[config.mk]
export PLATFORM = sky130hd
export DESIGN_NAME = boot_rom_bridge_flat
export DESIGN_NICKNAME = d
export VERILOG_FILES = /design/src/rtl/boot_rom_bridge_pkg.sv /design/src/rtl/boot_rom_bridge_if.sv /design/src/rtl/boot_rom_bridge_resp_fifo.sv /design/src/rtl/boot_rom_bridge.sv /design/src/flat_wrapper.sv
export SDC_FILE = /design/constraint.sdc
export NUM_CORES = 1
export LEC_CHECK = 0
export CAP_MARGIN = 5
export CORE_AREA = 2 2 95 97
export CTS_BUF_LIST = sky130_fd_sc_hd__clkbuf_16
export DETAILED_ROUTE_END_ITERATION = 8
export DIE_AREA = 0 0 97 99
export PLACE_DENSITY = 0.87
export SLEW_MARGIN = 10
export SYNTH_ARGS = -nofsm -noshare
export SYNTH_HDL_FRONTEND = slang
export SYNTH_SLANG_ARGS = --single-unit
[constraint.sdc]
create_clock -name CLK -period 2.9 [get_ports CLK]
set_input_delay 0.435 -clock CLK [delete_from_list [all_inputs] [get_ports CLK]]
set_output_delay 0.435 -clock CLK [all_outputs]
set_load 0.005 [all_outputs]
[src/rtl/boot_rom_bridge_pkg.sv]
// boot_rom_pkg: shared constants and the response record used by the boot
// ROM bridge and its response FIFO.
//   ROM_WORDS_DEF  number of populated ROM words
//   ROM_AW_DEF     ROM word-address width (ROM port A)
//   boot_rom_resp_t  one response: read data plus error flag
//   ERR_DATA       data returned with an error response
`timescale 1ns/1ps
package boot_rom_pkg;

    localparam int ROM_WORDS_DEF = 548;
    localparam int ROM_AW_DEF    = 10;

    typedef struct packed {
        logic [31:0] data;
        logic        err;
    } boot_rom_resp_t;

    localparam logic [31:0] ERR_DATA = 32'h0;

endpackage

[src/rtl/boot_rom_bridge_if.sv]
// boot_rom_bridge_if: core-side request/response channel of the boot ROM
// bridge.
//   request : req_i, addr_i, we_i, be_i, wdata_i  (core -> bridge)
//             gnt_o                               (bridge -> core)
//   response: rvalid_o, rdata_o, err_o            (bridge -> core)
//             rready_i                            (core -> bridge)
// modport master is the core, modport slave is the bridge.
`timescale 1ns/1ps
interface boot_rom_bridge_if #(
    parameter int ADDR_WIDTH = 32
);
    logic                  req_i;
    logic [ADDR_WIDTH-1:0] addr_i;
    logic                  we_i;
    logic [3:0]            be_i;
    logic [31:0]           wdata_i;
    logic                  gnt_o;
    logic                  rvalid_o;
    logic [31:0]           rdata_o;
    logic                  err_o;
    logic                  rready_i;

    modport master (
        output req_i, addr_i, we_i, be_i, wdata_i, rready_i,
        input  gnt_o, rvalid_o, rdata_o, err_o
    );

    modport slave (
        input  req_i, addr_i, we_i, be_i, wdata_i, rready_i,
        output gnt_o, rvalid_o, rdata_o, err_o
    );
endinterface

[src/rtl/boot_rom_bridge_resp_fifo.sv]
// boot_rom_resp_fifo: 2-entry FIFO of boot_rom_resp_t. Storage only; the
// bridge decides when the pending entry bypasses the FIFO.
//   CLK, RSTN      clock, asynchronous active-low reset
//   push_i         write push_data_i at the tail (ignored when full unless
//                  a pop happens in the same cycle)
//   pop_i          drop the head (ignored when empty)
//   head_o         current head entry (meaningless when count_o == 0)
//   count_o        number of stored entries, 0..2
`timescale 1ns/1ps
module boot_rom_resp_fifo
    import boot_rom_pkg::*;
(
    input  logic           CLK,
    input  logic           RSTN,
    input  logic           push_i,
    input  boot_rom_resp_t push_data_i,
    input  logic           pop_i,
    output boot_rom_resp_t head_o,
    output logic [1:0]     count_o
);

    boot_rom_resp_t mem_q [2];
    boot_rom_resp_t mem_d [2];
    logic           wr_q, wr_d;
    logic           rd_q, rd_d;
    logic [1:0]     count_q, count_d;
    logic           do_push, do_pop;

    always_comb begin
        mem_d   = mem_q;
        wr_d    = wr_q;
        rd_d    = rd_q;
        count_d = count_q;
        do_pop  = pop_i & (count_q != 2'd0);
        do_push = push_i & ((count_q != 2'd2) | do_pop);
        if (do_push) begin
            mem_d[wr_q] = push_data_i;
            wr_d        = ~wr_q;
        end
        if (do_pop) begin
            rd_d = ~rd_q;
        end
        case ({do_push, do_pop})
            2'b10:   count_d = count_q + 2'd1;
            2'b01:   count_d = count_q - 2'd1;
            default: count_d = count_q;
        endcase
    end

    always_ff @(posedge CLK or negedge RSTN) begin
        if (!RSTN) begin
            mem_q[0] <= '0;
            mem_q[1] <= '0;
            wr_q     <= 1'b0;
            rd_q     <= 1'b0;
            count_q  <= 2'd0;
        end else begin
            mem_q    <= mem_d;
            wr_q     <= wr_d;
            rd_q     <= rd_d;
            count_q  <= count_d;
        end
    end

    assign head_o  = mem_q[rd_q];
    assign count_o = count_q;

endmodule

[src/rtl/boot_rom_bridge.sv]
// boot_rom_bridge: slave bridge from the core request channel to the boot ROM
// CSN/A/Q macro port. Word reads are forwarded to the ROM and answered one
// cycle later; writes and word indices >= ROM_WORDS get an error response with
// zero data. A pending stage plus a 2-entry FIFO hold responses while rready_i
// is low, so a granted read is never repeated on the ROM.
//   CLK, RSTN            clock, asynchronous active-low reset
//   bus (slave)          req/gnt request channel, rvalid/rready response
//   rom_csn_o            ROM chip select, active-low
//   rom_addr_o           ROM word address
//   rom_q_i              ROM data, valid the cycle after rom_csn_o was low
// Optional (macro BOOT_ROM_BRIDGE_PERF_EN):
//   perf_clr_i           clear both performance counters
//   perf_rd_o            saturating count of granted ROM reads
//   perf_err_o           saturating count of error responses
`timescale 1ns/1ps
module boot_rom_bridge
    import boot_rom_pkg::*;
#(
    parameter int ADDR_WIDTH = 32,
    parameter int ROM_AW     = ROM_AW_DEF,
    parameter int ROM_WORDS  = ROM_WORDS_DEF
) (
    input  logic              CLK,
    input  logic              RSTN,
    boot_rom_bridge_if.slave  bus,
    output logic              rom_csn_o,
    output logic [ROM_AW-1:0] rom_addr_o,
    input  logic [31:0]       rom_q_i
`ifdef BOOT_ROM_BRIDGE_PERF_EN
    ,
    input  logic              perf_clr_i,
    output logic [31:0]       perf_rd_o,
    output logic [15:0]       perf_err_o
`endif
);

    logic              p_valid_q, p_valid_d;
    logic              p_err_q, p_err_d;
    logic [ROM_AW-1:0] index;
    logic              in_range;
    logic              bad_req;
    logic              gnt;
    logic              rd_hit;
    logic [1:0]        count;
    logic              rvalid;
    logic              pop, fifo_pop, fifo_push;
    boot_rom_resp_t    pend, fifo_head, head;
    logic              unused_bits;

    assign index    = bus.addr_i[ROM_AW+1:2];
    assign in_range = ({1'b0, index} < (ROM_AW+1)'(ROM_WORDS));
    assign bad_req  = bus.we_i | ~in_range;

    // Grant depends on registered occupancy only, never on rready_i. RSTN
    // gates it so nothing is granted (and the ROM stays deselected) in reset.
    assign gnt    = RSTN & bus.req_i & (({1'b0, count} + {2'b00, p_valid_q}) < 3'd2);
    assign rd_hit = gnt & ~bad_req;

    assign bus.gnt_o  = gnt;
    assign rom_csn_o  = ~rd_hit;
    assign rom_addr_o = RSTN ? index : '0;

    always_comb begin
        pend.err  = p_err_q;
        pend.data = p_err_q ? ERR_DATA : rom_q_i;
    end

    assign rvalid = (count != 2'd0) | p_valid_q;
    assign head   = (count != 2'd0) ? fifo_head : pend;
    assign pop    = rvalid & bus.rready_i;

    // The pending entry goes into the FIFO unless it was consumed directly
    // through the bypass this cycle.
    assign fifo_pop  = pop & (count != 2'd0);
    assign fifo_push = p_valid_q & ~(pop & (count == 2'd0));

    boot_rom_resp_fifo u_fifo (
        .CLK         (CLK),
        .RSTN        (RSTN),
        .push_i      (fifo_push),
        .push_data_i (pend),
        .pop_i       (fifo_pop),
        .head_o      (fifo_head),
        .count_o     (count)
    );

    assign bus.rvalid_o = rvalid;
    assign bus.rdata_o  = rvalid ? head.data : '0;
    assign bus.err_o    = rvalid & head.err;

    always_comb begin
        p_valid_d = gnt;
        p_err_d   = gnt & bad_req;
    end

    always_ff @(posedge CLK or negedge RSTN) begin
        if (!RSTN) begin
            p_valid_q <= 1'b0;
            p_err_q   <= 1'b0;
        end else begin
            p_valid_q <= p_valid_d;
            p_err_q   <= p_err_d;
        end
    end

`ifdef BOOT_ROM_BRIDGE_PERF_EN
    logic [31:0] perf_rd_q, perf_rd_d;
    logic [15:0] perf_err_q, perf_err_d;

    always_comb begin
        perf_rd_d  = perf_rd_q;
        perf_err_d = perf_err_q;
        if (perf_clr_i) begin
            perf_rd_d  = '0;
            perf_err_d = '0;
        end else begin
            if (rd_hit && (perf_rd_q != '1)) begin
                perf_rd_d = perf_rd_q + 32'd1;
            end
            if (gnt && bad_req && (perf_err_q != '1)) begin
                perf_err_d = perf_err_q + 16'd1;
            end
        end
    end

    always_ff @(posedge CLK or negedge RSTN) begin
        if (!RSTN) begin
            perf_rd_q  <= '0;
            perf_err_q <= '0;
        end else begin
            perf_rd_q  <= perf_rd_d;
            perf_err_q <= perf_err_d;
        end
    end

    assign perf_rd_o  = perf_rd_q;
    assign perf_err_o = perf_err_q;
`endif

    // be_i, wdata_i and the address bits outside the word index carry no
    // meaning for a read-only ROM.
    assign unused_bits = ^{bus.be_i, bus.wdata_i,
                           bus.addr_i[ADDR_WIDTH-1:ROM_AW+2], bus.addr_i[1:0]};

endmodule

[src/flat_wrapper.sv]
// flat-port wrapper written by rule: the top's interface ports become plain ports
module boot_rom_bridge_flat import boot_rom_pkg::*;
#(
    parameter int ADDR_WIDTH = 32,
    parameter int ROM_AW     = ROM_AW_DEF,
    parameter int ROM_WORDS  = ROM_WORDS_DEF
)
  (CLK, RSTN, rom_csn_o, rom_addr_o, rom_q_i, bus_req_i, bus_addr_i, bus_we_i, bus_be_i, bus_wdata_i, bus_rready_i, bus_gnt_o, bus_rvalid_o, bus_rdata_o, bus_err_o);
  boot_rom_bridge_if #(.ADDR_WIDTH(ADDR_WIDTH)) bus_i ();
  input  logic CLK;
  input  logic RSTN;
  output logic rom_csn_o;
  output logic [ROM_AW-1:0] rom_addr_o;
  input  logic [31:0] rom_q_i;
  input wire logic [$bits(bus_i.req_i)-1:0] bus_req_i;
  input wire logic [$bits(bus_i.addr_i)-1:0] bus_addr_i;
  input wire logic [$bits(bus_i.we_i)-1:0] bus_we_i;
  input wire logic [$bits(bus_i.be_i)-1:0] bus_be_i;
  input wire logic [$bits(bus_i.wdata_i)-1:0] bus_wdata_i;
  input wire logic [$bits(bus_i.rready_i)-1:0] bus_rready_i;
  output wire logic [$bits(bus_i.gnt_o)-1:0] bus_gnt_o;
  output wire logic [$bits(bus_i.rvalid_o)-1:0] bus_rvalid_o;
  output wire logic [$bits(bus_i.rdata_o)-1:0] bus_rdata_o;
  output wire logic [$bits(bus_i.err_o)-1:0] bus_err_o;
  assign bus_i.req_i = bus_req_i;
  assign bus_i.addr_i = bus_addr_i;
  assign bus_i.we_i = bus_we_i;
  assign bus_i.be_i = bus_be_i;
  assign bus_i.wdata_i = bus_wdata_i;
  assign bus_i.rready_i = bus_rready_i;
  assign bus_gnt_o = bus_i.gnt_o;
  assign bus_rvalid_o = bus_i.rvalid_o;
  assign bus_rdata_o = bus_i.rdata_o;
  assign bus_err_o = bus_i.err_o;
  boot_rom_bridge #(.ADDR_WIDTH(ADDR_WIDTH), .ROM_AW(ROM_AW), .ROM_WORDS(ROM_WORDS)) u_core (.CLK(CLK), .RSTN(RSTN), .bus(bus_i), .rom_csn_o(rom_csn_o), .rom_addr_o(rom_addr_o), .rom_q_i(rom_q_i));
endmodule
Word-level counts from Yosys, hierarchy flattened
Cells that the tools add are included.
{ "totals": {"in_bits": 105, "ff_bits": 72, "elab_cells": 57, "output_inout_bits": 46} }
{ "op_classes": {"eq_ne": 3, "mux": 11, "n_reduce_logical": 4, "bitwise": 22, "n_addsub": 3, "magnitude_cmp": 5} }
{ "op_table": {"columns": ["op", "n"], "rows": [
  ["33-bit 2-to-1 mux", 5],
  ["66-bit bitwise mux", 1],
  ["32-bit 2-to-1 mux", 2],
  ["33-bit demux with 1-bit select", 1],
  ["1-bit bitwise AND", 11],
  ["10-bit less-than comparator (second input constant)", 1],
  ["10-bit 2-to-1 mux", 1],
  ["1-bit NOT", 6],
  ["2-bit >= comparator (second input constant)", 2],
  ["1-bit NOT with 2-bit output", 2],
  ["2-bit case mux with 2 select lines", 1],
  ["2-bit nonzero test", 2],
  ["2-bit by 1-bit adder with 3-bit output", 1],
  ["3-bit by 2-bit less-than comparator with 1-bit output (second input constant)", 1],
  ["1-bit bitwise OR", 3],
  ["2-bit by 1-bit adder with 2-bit output (second input constant)", 1],
  ["2-bit by 1-bit == test with 1-bit output (second input constant)", 1],
  ["2-bit == test (second input constant)", 1],
  ["2-bit zero test", 1],
  ["2-bit by 1-bit less-than comparator with 1-bit output (second input constant)", 1],
  ["2-bit != test (second input constant)", 1],
  ["2-bit by 1-bit subtractor with 2-bit output (second input constant)", 1],
  ["1-bit logical AND", 1]
]} }

Logic depth before layout (Yosys ltp)
Gate-level depths: netlist (run 1).
{ "depth": {"depth_word": 9, "mapped_depth": 6, "depth_no_buf": 3} }

Cells and area by module
A second synthesis (run 1) with hierarchy kept.
{ "unflattened": {"hier_cells": 362, "area_unflattened_um2": 3983.8} }
{ "modules_own_cells": {"columns": ["module", "n_inst", "seq_area_each_um2", "area_per_inst_um2", "cells_each"], "rows": [
  ["boot_rom_resp_fifo", 1, 1751.7, 3079.2, 192],
  ["boot_rom_bridge", 1, 50.0, 904.6, 170]
]} }

Worst setup path before layout (run 1)
OpenSTA, ideal clock, no wires.
{ "synth_path": {"path_type": "reg-to-output", "from": "reg u_core.p_valid_q", "to": "out rom_csn_o", "path_buffers": 1, "required_time_ns": 2.465, "path_stages_with_launch": 5, "setup_slack_ns": 1.214, "arrival_time_ns": 1.251, "path_cell_list": "dfrtp_1 -> buf_2 -> a21oi_1 -> and3_1 -> or3b_1"} }
{ "synth_via": {"elab_chain_cells": 5} }
{ "synth_rtl": {"columns": ["item", "line_no", "text"], "rows": [
  ["start: declaration", "boot_rom_bridge.sv:37", "logic p_valid_q, p_valid_d;"],
  ["start signal: assignment", "boot_rom_bridge.sv:101", "p_valid_q <= p_valid_d;"],
  ["2-bit by 1-bit adder with 3-bit output", "boot_rom_bridge.sv:56", "assign gnt = RSTN & bus.req_i & (({1'b0, count} + {2'b00, p_valid_q}) < 3'd2);"],
  ["3-bit by 2-bit less-than comparator with 1-bit output", "boot_rom_bridge.sv:56", null],
  ["1-bit bitwise AND", "boot_rom_bridge.sv:56", null],
  ["via bus_gnt_o", "flat_wrapper.sv:21", "output wire logic [$bits(bus_i.gnt_o)-1:0] bus_gnt_o;"],
  ["1-bit bitwise AND", "boot_rom_bridge.sv:57", "assign rd_hit = gnt & ~bad_req;"],
  ["1-bit NOT", "boot_rom_bridge.sv:60", "assign rom_csn_o = ~rd_hit;"],
  ["end: declaration", "flat_wrapper.sv:12", "output logic rom_csn_o;"]
]} }
The timed path passes the listed nets, and every way through them passes these cells.

Worst setup path in the final report (run 1)
{ "layout_path": {"from": "reg u_core.u_fifo.count_q[0], in the netlist u_core.u_fifo.count_o[0]", "to": "out rom_csn_o"} }
{ "layout_via": {"elab_chain_cells": 5} }
{ "layout_rtl": {"columns": ["item", "line_no", "text"], "rows": [
  ["start: declaration", "boot_rom_bridge_resp_fifo.sv:26", "logic [1:0] count_q, count_d;"],
  ["start signal: assignment", "boot_rom_bridge_resp_fifo.sv:61", "count_q <= count_d;"],
  ["2-bit by 1-bit adder with 3-bit output", "boot_rom_bridge.sv:56", null],
  ["3-bit by 2-bit less-than comparator with 1-bit output", "boot_rom_bridge.sv:56", null],
  ["1-bit bitwise AND", "boot_rom_bridge.sv:56", null],
  ["1-bit bitwise AND", "boot_rom_bridge.sv:57", null],
  ["1-bit NOT", "boot_rom_bridge.sv:60", null]
]} }
Every way passes these cells.

==> results of run 1 <==
## where the power goes
part           switching [mW]  leakage, nW  internal (mW)
Sequential              0.303        0.921           1.42
Clock                   0.390        0.152          0.737
Combinational           0.725         1.14          0.872
Total                    1.42         2.21           3.03
## sequential cells by signal (all words and copies together), names as in the netlist
| name | cells |
|---|---|
| u_core.u_fifo.count_o | 2 |
| u_core.p_valid_q | 1 |
| u_core.u_fifo.wr_q | 1 |
| u_core.u_fifo.mem_q | 66 |
| u_core.u_fifo.rd_q | 1 |
| u_core.p_err_q | 1 |
## layout by cell type (no fill, tap or decap), drive strengths merged
| master | n |
|---|---|
| a211oi | 1 |
| a21boi | 1 |
| a21oi | 4 |
| a31o | 1 |
| and2 | 10 |
| and2b | 2 |
| and3 | 1 |
| buf | 16 |
| bufinv | 2 |
| clkbuf | 9 |
| clkdlybuf4s50 | 91 |
| clkinv | 3 |
| dfrtp | 72 |
| inv | 1 |
| mux2 | 2 |
| mux2i | 33 |
| nand2 | 65 |
| nand2b | 32 |
| nand3 | 2 |
| nand3b | 1 |
| nand4b | 32 |
| nor2 | 1 |
| nor2b | 2 |
| nor3 | 2 |
| nor3b | 2 |
| o211ai | 1 |
| o21a | 1 |
| o21ai | 37 |
| o22ai | 64 |
| o31ai | 1 |
| or3 | 1 |
| or3b | 1 |
| xnor2 | 3 |
## worst reg2reg max path: cells and delay by family (launching register included)
family	cells	cell delay (ns)
simple gates	2	0.77
compound gates	1	0.08
flops	1	0.34
buf+inv	2	0.88
## cells by family after synthesis
logic type	share of synthesized area (%)
AO/OA/AOI/OAI	16.7
XOR/XNOR	0.844
buffers and inverters	5.85
flip-flops	45.0
multiplexers	8.91
AND/OR/NAND/NOR	22.7
## through the flow
stage	worst slack (ns)	util, %	hold slack [ns]	cell area [sq um]	cells
2_1_floorplan	1.21	-	0.139	4000	419
3_3_place_gp	0.444	58.1	0.488	4970	590
3_5_place_dp	0.298	58.1	0.515	4970	590
4_1_cts	0.239	61.6	0.458	5270	605
5_1_grt	0.137	61.6	0.494	5270	605
6_report	0.252	61.6	0.400	5270	605
## cell usage after synthesis
cell type  instances
o31ai_1            1
o21ai_2            1
and2_1            10
xnor2_2            1
o21ai_0           36
nand2_1           65
nor3_4             1
nand4b_1          32
a21boi_0           1
clkbuf_1          18
nor2b_1            2
a211oi_1           1
o21a_1             1
a21oi_1            4
buf_1              3
dfrtp_1           72
nor2_1             1
nor3b_4            1
xnor2_1            2
a31o_2             1
o211ai_4           1
o22ai_1           64
mux2i_1           33
nand3b_1           1
mux2_2             1
buf_6              6
mux2_4             1
nand2b_1          32
and2b_1            1
or3b_1             1
or3_1              1
nor3b_1            1
and3_1             1
buf_4              1
nor3_1             1
and2b_4            1
buf_2             16
nand3_1            2
## cell type report
type	instances	area (sq um)
Clock inverter	6	76.3
Fill cell	707	3280
Timing Repair Buffer	107	1060
Clock buffer	9	225
Multi-Input combinational cell	303	1970
Sequential cell	72	1800
Tap cell	108	135
## metal layers
metal / routed length, um / vias up / track usage, %
met1: 4360 / 1699 / 26.9
met4: 220 / 0 / 8.78
li1: - / 1671 / -
met5: 0 / - / 0
met3: 400 / 24 / 3.76
met2: 5100 / 99 / 36.5
## worst max-delay path by stage
| stage | to | slack, ns | cells after the start |
|---|---|---|---|
| 2_1_floorplan | rom_csn_o | 1.21 | 4 |
| 3_3_place_gp | rom_csn_o | 0.44 | 5 |
| 3_5_place_dp | rom_csn_o | 0.30 | 5 |
| 4_1_cts | rom_csn_o | 0.24 | 4 |
| 5_1_grt | rom_csn_o | 0.14 | 4 |
| 6_report | rom_csn_o | 0.25 | 4 |
==> run metrics, run 1 <==
HP Class input pin to async pin; cts bufs inserted 9; Setup Skew 0.00511 ns; Critical Path End Type output pin; First DRT Iteration DRCs 206; r2r endpoint u_core.u_fifo.mem_q[7]; cell count of the worst reg-to-reg path 5; CP cell instances a21oi_1, and3_1, or3b_1, clkdlybuf4s50_1; DRC 0; num ports 151; n_diodes 0; Crit path arrival time about 2.2 ns; Worst setup SP type flop; sequential share of the synthesized area a little under half; Initial Util 46.8%; CP Buf/Inv Count 1; final setup violation count 0; power density over the cells 844 nW/um^2; RSZ-0062 raised after global routing false; num rows 34; status complete, no violations; Synth area leader dfrtp_1; Syn-to-layout area delta 31.7%; via count 3493; vias in the first global route 3552; Critical Path RT approximately 2.5 ns; Synth area leaders dfrtp_1 (45%), o22ai_1 (10%), mux2i_1 (8.3%); Clock Latency Late Sink 0.33 ns; height of the die 99 um; CTS tree built; CTS H-Tree Depth 3; die area 9600 sq um; Antenna Nets Post-Route 0; R2R Setup Slk about 0.71 ns; minimum clock period 2.65 ns; grt ovf 0; gpl congestion 0.773; critical path launch point u_core.u_fifo.count_o[0]; DRT Pass-1 Iters 4; CP Max Fanout 14; synthesized area 4000 sq um; Worst-path clk slew 0.05 ns; Worst Tran Pin Value around 0.91 ns; Vias/cell between 5 and 6; drt total wl 10100 um; fraction of layout cells with a size suffix above 1 slightly below 8%; Final nets 598; fmax 378 MHz; GRT Total Usage a little over a fifth; Core ar. 8550 sq um; Peak supply drop 0.465 mV; CP max stage cell dfrtp_1; Final Hold Viols 0; Setup CP Type flop to output pin; setup TNS 0 ns; top cell type's share of synthesized area 45.0%; Final Power 4.45 mW; Yosys cell types 38; Buffers on Ports 92; hold_buf cts 0; Max-Cap Viols 0; DP Wirelength 6500 um; syn nets around 520; worst r2r src u_core.p_valid_q; max_slew headroom approximately two fifths; final worst path period share 91.3%; # clock sinks 72; CTS root buffer clkbuf_16; post_cts resized 0; Yosys reg bits 72; post-synthesis instance total between 400 and 500; Lkg Pwr 2.21 nW; Yosys warning total 0; DR WL/cell 16.7 um; CP top delay family simple AND/OR/NAND/NOR gates; post-CTS setup buffers 0; Mean Syn Cell Area 9.55 sq um; initial antenna violation count 0; Die X 97 um; first-pass GRT wire length 16800 um; largest net degree at the start of global routing 73; Bufs on Longest Clock Path 2; crit-path max cell delay approximately 0.56 ns; Pins Over Slew Limit 0
(Power assumes the default switching activity.)
==> inputs of run 2 (changes only) <==
--- a/config.mk
+++ b/config.mk
@@ -5,6 +5,7 @@
 export SDC_FILE = /design/constraint.sdc
 export NUM_CORES = 1
 export LEC_CHECK = 0
+export ABC_CLOCK_PERIOD_IN_PS = 2900
 export CAP_MARGIN = 5
 export CORE_AREA = 2 2 95 97
 export CTS_BUF_LIST = sky130_fd_sc_hd__clkbuf_16
==> results of run 2 <==
Same layout as run 1: the final DEF is identical, and so are final timing and power.
